<file path="config.mk">
export PLATFORM = sky130hd
export DESIGN_NAME = mix_columns_engine
export DESIGN_NICKNAME = d
export VERILOG_FILES = /design/src/rtl/mix_columns_engine.sv
export SDC_FILE = /design/constraint.sdc
export NUM_CORES = 1
export LEC_CHECK = 0
export CORE_ASPECT_RATIO = 0.9
export CORE_MARGIN = 1
export CORE_UTILIZATION = 51
export CTS_BUF_LIST = sky130_fd_sc_hd__clkbuf_8
export DETAILED_ROUTE_END_ITERATION = 7
export HOLD_SLACK_MARGIN = 0.02
export PLACE_DENSITY = 0.89
export SYNTH_ARGS = -nofsm -noshare
export SYNTH_HDL_FRONTEND = slang
export SYNTH_SLANG_ARGS = --single-unit
</file>
<file path="constraint.sdc">
create_clock -name clk -period 6.7 [get_ports clk]
set_input_delay 0.67 -clock clk [delete_from_list [all_inputs] [get_ports clk]]
set_output_delay 0.67 -clock clk [all_outputs]
set_load 0.03 [all_outputs]
</file>
<file path="src/rtl/mix_columns_engine.sv">
// Sequential AES MixColumns engine: mixes LANES columns per cycle across an NB-column state.
// Define INV_MIX_EN to build the InvMixColumns datapath selected by in_inverse.
module mix_columns_engine #(
    parameter int NB    = 4,
    parameter int LANES = 1
) (
    input  logic              clk,
    input  logic              rst,
    input  logic              in_valid,
    output logic              in_ready,
    input  logic              in_inverse,
    input  logic [32*NB-1:0]  in_state,
    output logic              out_valid,
    input  logic              out_ready,
    output logic [32*NB-1:0]  out_state,
    output logic              busy
);
    localparam int CW = $clog2(NB + 1);

    typedef enum logic [1:0] {IDLE, CALC, DONE} state_t;

    state_t           state_q, state_d;
    logic [32*NB-1:0] state_reg;
    logic [CW-1:0]    col_idx;
    logic             last_group;
    logic [31:0]      mixed [LANES];

    generate
        if (LANES < 1 || (NB % LANES) != 0) begin : g_bad_lanes
            $error("mix_columns_engine: LANES must divide NB");
        end
    endgenerate

    function automatic logic [7:0] xtime(input logic [7:0] a);
        return {a[6:0], 1'b0} ^ (a[7] ? 8'h1B : 8'h00);
    endfunction

    // Row 0 lives in the most significant byte of each 32-bit column.
    function automatic logic [31:0] mix_fwd(input logic [31:0] col);
        logic [7:0]  a [4];
        logic [31:0] res;
        for (int r = 0; r < 4; r++) a[r] = col[31-8*r -: 8];
        for (int r = 0; r < 4; r++)
            res[31-8*r -: 8] = xtime(a[r]) ^ xtime(a[(r+1)%4]) ^ a[(r+1)%4]
                             ^ a[(r+2)%4] ^ a[(r+3)%4];
        return res;
    endfunction

`ifdef INV_MIX_EN
    logic mode;

    // 9, b, d and e are built from the x2/x4/x8 doubling chain of each byte.
    function automatic logic [31:0] mix_inv(input logic [31:0] col);
        logic [7:0]  a [4];
        logic [7:0]  x2 [4];
        logic [7:0]  x4 [4];
        logic [7:0]  x8 [4];
        logic [31:0] res;
        for (int r = 0; r < 4; r++) begin
            a[r]  = col[31-8*r -: 8];
            x2[r] = xtime(a[r]);
            x4[r] = xtime(x2[r]);
            x8[r] = xtime(x4[r]);
        end
        for (int r = 0; r < 4; r++)
            res[31-8*r -: 8] = (x8[r] ^ x4[r] ^ x2[r])
                             ^ (x8[(r+1)%4] ^ x2[(r+1)%4] ^ a[(r+1)%4])
                             ^ (x8[(r+2)%4] ^ x4[(r+2)%4] ^ a[(r+2)%4])
                             ^ (x8[(r+3)%4] ^ a[(r+3)%4]);
        return res;
    endfunction
`else
    logic unused_inverse;
    assign unused_inverse = in_inverse;
`endif

    assign last_group = (int'(col_idx) + LANES == NB);

    always_comb begin
        for (int l = 0; l < LANES; l++) begin
            mixed[l] = mix_fwd(state_reg[32*(int'(col_idx)+l) +: 32]);
`ifdef INV_MIX_EN
            if (mode) mixed[l] = mix_inv(state_reg[32*(int'(col_idx)+l) +: 32]);
`endif
        end
    end

    always_ff @(posedge clk or posedge rst) begin
        if (rst) state_q <= IDLE;
        else     state_q <= state_d;
    end

    always_comb begin
        state_d = state_q;
        unique case (state_q)
            IDLE:    if (in_valid)   state_d = CALC;
            CALC:    if (last_group) state_d = DONE;
            DONE:    if (out_ready)  state_d = IDLE;
            default: state_d = IDLE;
        endcase
    end

    always_ff @(posedge clk or posedge rst) begin
        if (rst) begin
            state_reg <= '0;
            col_idx   <= '0;
`ifdef INV_MIX_EN
            mode      <= 1'b0;
`endif
        end else if (state_q == IDLE && in_valid) begin
            state_reg <= in_state;
            col_idx   <= '0;
`ifdef INV_MIX_EN
            mode      <= in_inverse;
`endif
        end else if (state_q == CALC) begin
            for (int l = 0; l < LANES; l++)
                state_reg[32*(int'(col_idx)+l) +: 32] <= mixed[l];
            col_idx <= last_group ? '0 : col_idx + CW'(LANES);
        end
    end

    assign in_ready  = (state_q == IDLE);
    assign out_valid = (state_q == DONE);
    assign busy      = (state_q != IDLE);
    assign out_state = state_reg;

endmodule

</file>
# --- After elaboration in Yosys (flattened, before gate mapping) ---
# Cells that the tools add are included.
op_classes:
  bitwise: 20
  muxes: 14
  n_shift: 3
  n_addsub: 3
  n_eq_ne: 6
  n_reduce_logical: 5
op_table:
  columns: ["op", "n"]
  rows:
  - ["two-way mux 128 bit", 2]
  - ["bitwise mux 128 bit", 1]
  - ["variable shift 32 x 33 -> 128 bit, first input constant", 1]
  - ["indexed part select 128 x 9 -> 32 bit", 1]
  - ["indexed part select 32 x 33 -> 128 bit", 1]
  - ["bitwise XOR 8 bit", 16]
  - ["negator 8 -> 33 bit", 1]
  - ["bitwise XOR 8 x 5 -> 8 bit", 4]
  - ["two-way mux 5 bit", 4]
  - ["two-way mux 3 bit", 3]
  - ["two-way mux 2 bit", 3]
  - ["one-hot mux 2 bit (3 select lines)", 1]
  - ["adder 3 x 1 -> 4 bit, second input constant", 1]
  - ["equality test 4 x 3 -> 1 bit, second input constant", 1]
  - ["inequality test 2 bit, second input constant", 2]
  - ["nonzero test 2 bit", 2]
  - ["adder 3 x 1 -> 3 bit, second input constant", 1]
  - ["AND reduction 3 bit", 1]
  - ["equality test 2 x 1 -> 1 bit, second input constant", 1]
  - ["equality test 2 bit, second input constant", 1]
  - ["zero test 2 bit", 1]
  - ["inequality test 2 x 1 -> 1 bit, second input constant", 1]
  - ["logical AND 1 bit", 1]
word_totals:
  register_bits: 133
  in_bits: 133
  wordCells: 54

# --- Logic depth before layout (Yosys ltp) ---
logic_depth:
  word_depth: 11
  depth_mapped: 10
  depth_no_buf: 7

# --- Worst setup path before layout ---
# OpenSTA, ideal clock, no wires.
synth_path:
  path_type: "register to register"
  startpoint: "register col_idx[1]"
  endpoint: "register state_reg[2] (netlist: out_state[2])"
  path_stages_with_launch: 11
  n_path_buf: 3
  period_less_slack_ps: 2552
  setup_slack_ps: 4148
  setup_time_ps: 136
  t_arrival_ps: 2416
  path_cell_list: "dfrtp_1 buf_2 buf_1 inv_1 ha_1 ha_1 nor4b_1 a21oi_1 clkbuf_1 a22oi_1 o21ai_0"
synth_via:
  elab_chain_cells: 11
synth_lines:
  columns: ["element", "line", "text"]
  rows:
  - ["start: declaration", "24", "logic [CW-1:0] col_idx;"]
  - ["start signal: assignment", "119", "col_idx <= last_group ? '0 : col_idx + CW'(LANES);"]
  - ["indexed part select 128 x 9 -> 32 bit", "81", "mixed[l] = mix_fwd(state_reg[32*(int'(col_idx)+l) +: 32]);"]
  - ["two-way mux 5 bit", "35", "return {a[6:0], 1'b0} ^ (a[7] ? 8'h1B : 8'h00);"]
  - ["bitwise XOR 8 x 5 -> 8 bit", "35", null]
  - ["bitwise XOR 8 bit (2 in series)", "44", "res[31-8*r -: 8] = xtime(a[r]) ^ xtime(a[(r+1)%4]) ^ a[(r+1)%4]"]
  - ["bitwise XOR 8 bit (2 in series)", "45", "^ a[(r+2)%4] ^ a[(r+3)%4];"]
  - ["indexed part select 32 x 33 -> 128 bit", "118", "state_reg[32*(int'(col_idx)+l) +: 32] <= mixed[l];"]
  - ["bitwise mux 128 bit (*)", "118", null]
  - ["two-way mux 128 bit (*)", "116", "end else if (state_q == CALC) begin"]
  - ["two-way mux 128 bit (*)", "110", "end else if (state_q == IDLE && in_valid) begin"]
  - ["end signal: assignment", "111", "state_reg <= in_state;"]
  - ["end signal: indexed assignment", "118", null]
  - ["end: declaration", "23", "logic [32*NB-1:0] state_reg;"]
# Mark *: on every way between the ends. The rest lies on a longest branch, timed or not. The select of a mux whose other input is x is not followed.
# A chain may end at the register's enable or synchronous reset.

# --- Worst setup path in the final report ---
layout_path:
  startpoint: "register col_idx[0]"
  endpoint: "register state_reg[121] (netlist: out_state[121])"
# Same word-level chain as after synthesis.

==> reports/metrics.yaml <==
flow_run:
  maxCapViolations: 0
critical_path:
  worst-path-max-fanout: 25
  required_ps: 7060
  worstReg2RegStart: "col_idx[0]"
  arrival_ps: 4240
  cp_slowest_stage_delay_ps: 700
  endpoint_kind: "register"
  crit_chain: "buf_4 -> inv_1 -> ha_1 -> ha_1 -> nand2_1 -> nor4_1 -> nand3b_1 -> buf_4 -> o21ai_0"
  critical_path.startpoint: "col_idx[0]"
  startpoint_type: "register"
  crit_type: "reg -> reg"
  critPathSlowestCell: "dfrtp_2"
yosys:
  syn_inst: 586
  synth_top_area_cell: "dfrtp_1"
  yosysSeqAreaShare_pct: 44.37
  syn_avg_cell_area_um2: 12.80
  synth_top_area_share_pct: 44.37
  yosys_warnings: 0
  synth_area_leaders: "dfrtp_1 44%, a22oi_1 13%, xnor3_1 11%"
  synth_cell_types: 31
  yosys_register_bits: 133
  postSynthNetCount: 724
  synth_area_um2: 7501
layout:
  final_net_count: 965
  fin_util_pct: 74.87
  area_growth_pct: 41.84
  final_layout_size_suffix_gt1_share_pct: 10.48
  antenna_cells: 0
route:
  dr.pass1.iters: 5
  ant_nets: 0
  avgRoutedWirePerCell_um: 24.85
  viasPerCell: 6.407
  drt_iter0_drc: 733
  vias: 6618
  route.detailed.drc: 0
  routed_wl_mm: 25.67
timing:
  tns_ps: 0
  fin_skew_ps: 10.92
  fin_crit_ps: 3884
  rsz0062_at_grt: "no"
  max_freq_ghz: 0.2575
  post-route-period-util_pct: 57.97
  slew_headroom_pct: 11.51
  tightest_slew_ps: 1327
  hold_violations: 0
  finalMaxSlewViolations: 0
  finalSetupViolCount: 0
clocking:
  clock_sinks: 133
  cts_buffers: 17
  cts_buffer_depth: 2
  h-tree-depth: 4
  cts_post_setup_buffers_inserted: 0
  clkTransAtPathRegs_ps: 80
  cts_resized: 0
  hold_buffers: 0
  cts_tree: "built"
  clk_latency_ps: 460
  root_buffer: "clkbuf_8"
die:
  rows: 41
  die_w_um: 129.8
  fp.dieH_um: 117.1
  dieArea_um2: 15200
  pin_count: 264
  initial_core_util_pct: 52.79
  core_um2: 14210
outcome:
  status: "complete, no violations"
global_routing:
  grt_pass1_vias: 6763
  grt_overflow: 0
  grt_max_degree: 130
  track_usage_pct: 35.20
  antenna_found_initial: 0
  grt_pass1_wl_mm: 38.41
worst_hold_path:
  hold_class: "reg -> reg"
  min_from: "out_state[29]"
placement:
  dp_hpwl_mm: 17.82
  gp_congestion: 0.8762
  io_buffers: 262
## cell usage after synthesis
cell	number
a21o_1	3
mux4_2	32
a22oi_1	128
dfrtp_1	133
buf_2	5
o21ai_0	70
inv_1	7
xnor3_1	36
nor3b_1	1
a21oi_1	1
a32o_1	1
and4_1	1
xor3_1	8
xnor2_1	11
nor2_1	4
nand3b_1	1
clkbuf_1	40
o32ai_1	1
buf_1	1
buf_4	1
nor4_1	1
xnor2_2	10
nand2_1	4
o21ai_1	61
xnor2_4	2
nand3_1	5
buf_6	3
ha_1	5
nor4b_1	2
xor2_1	5
nand2b_1	3
## logic make-up after synthesis
| kind of cell | Yosys count | synth area share (%) |
|---|---|---|
| flip-flops | 133 | 44.37 |
| multiplexers | 32 | 9.608 |
| AO/OA/AOI/OAI | 265 | 22.17 |
| AND/OR/NAND/NOR | 22 | 1.618 |
| adder cells (fa/ha/maj) | 5 | 0.8340 |
| XOR/XNOR | 72 | 18.12 |
| buffers and inverters | 57 | 3.286 |
## metrics by stage
step	instances	area [um2]	hold slack [ps]	setup slack [ps]
after global routing	1033	10640	568.9	2552
after floorplan	586	7501	527.4	2476
after detailed placement	1001	10240	524.5	2850
final	1033	10640	541.1	2816
after CTS	1033	10640	539.7	2860
after global placement	1001	10240	510.6	3043
## state kept, by name, indices dropped and copies added (netlist names)
| signal | count |
|---|---|
| out_state | 128 |
| state_q | 2 |
| col_idx | 3 |
## per-layer routing
metal	up-vias	routed length (um)	GRT usage [%]
met4	0	864	17.05
met5	-	0	0
met1	3280	9814	44.93
li1	2778	-	-
met3	66	2515	8.091
met2	494	12480	57.50
## critical path: cells and delay by family (launching register included)
kind,cells,cell delay [ps]
fa+ha+maj,2,610
buf+inv,3,1170
flops,1,700
simple gates,3,1020
compound gates,1,230
## placed cells by master, fill, tap and decap left out
master / instances
ha_1: 5
bufinv_16: 2
dfrtp_2: 2
buf_4: 10
inv_1: 9
o21ai_0: 70
nor4b_1: 2
a32o_1: 1
nor3b_2: 1
clkinvlp_4: 3
dfrtp_1: 131
o21ai_1: 61
clkinv_2: 3
clkbuf_8: 21
nor2_1: 4
nand3b_1: 1
xnor2_4: 2
nand3_1: 5
xor2_1: 5
a22oi_1: 128
xnor2_2: 10
inv_4: 1
o32ai_1: 1
xnor2_1: 11
and4_1: 1
clkdlybuf4s50_1: 262
xnor3_1: 36
a21oi_4: 1
xor3_1: 8
a21o_1: 3
mux4_2: 32
nor4_1: 1
nand2b_1: 3
nand2_1: 4
## final timing paths
path / slack [ps] / depth (start not counted) / endpoint
setup / recovery: 2820 / 9 / out_state[121]
hold / removal: 540 / 2 / out_state[29]
setup reg to reg: 2820 / 9 / out_state[121]
hold reg to reg: 540 / 2 / out_state[29]
max in group asynchronous: 4530 / 3 / col_idx[1]
min in group asynchronous: 700 / 2 / out_state[121]
## area by class of cell
| cell class | instances | area, um2 |
|---|---|---|
| Clock buffer | 21 | 289.0 |
| Timing Repair Buffer | 272 | 2698 |
| Tap cell | 193 | 241.5 |
| Inverter | 7 | 28.78 |
| Sequential cell | 133 | 3331 |
| Clock inverter | 11 | 108.9 |
| Fill cell | 904 | 3571 |
| Multi-Input combinational cell | 396 | 3943 |
Power is left out: the tool's default activity adds up to more than one toggle a clock period on the data nets, which glitch-free logic cannot reach.
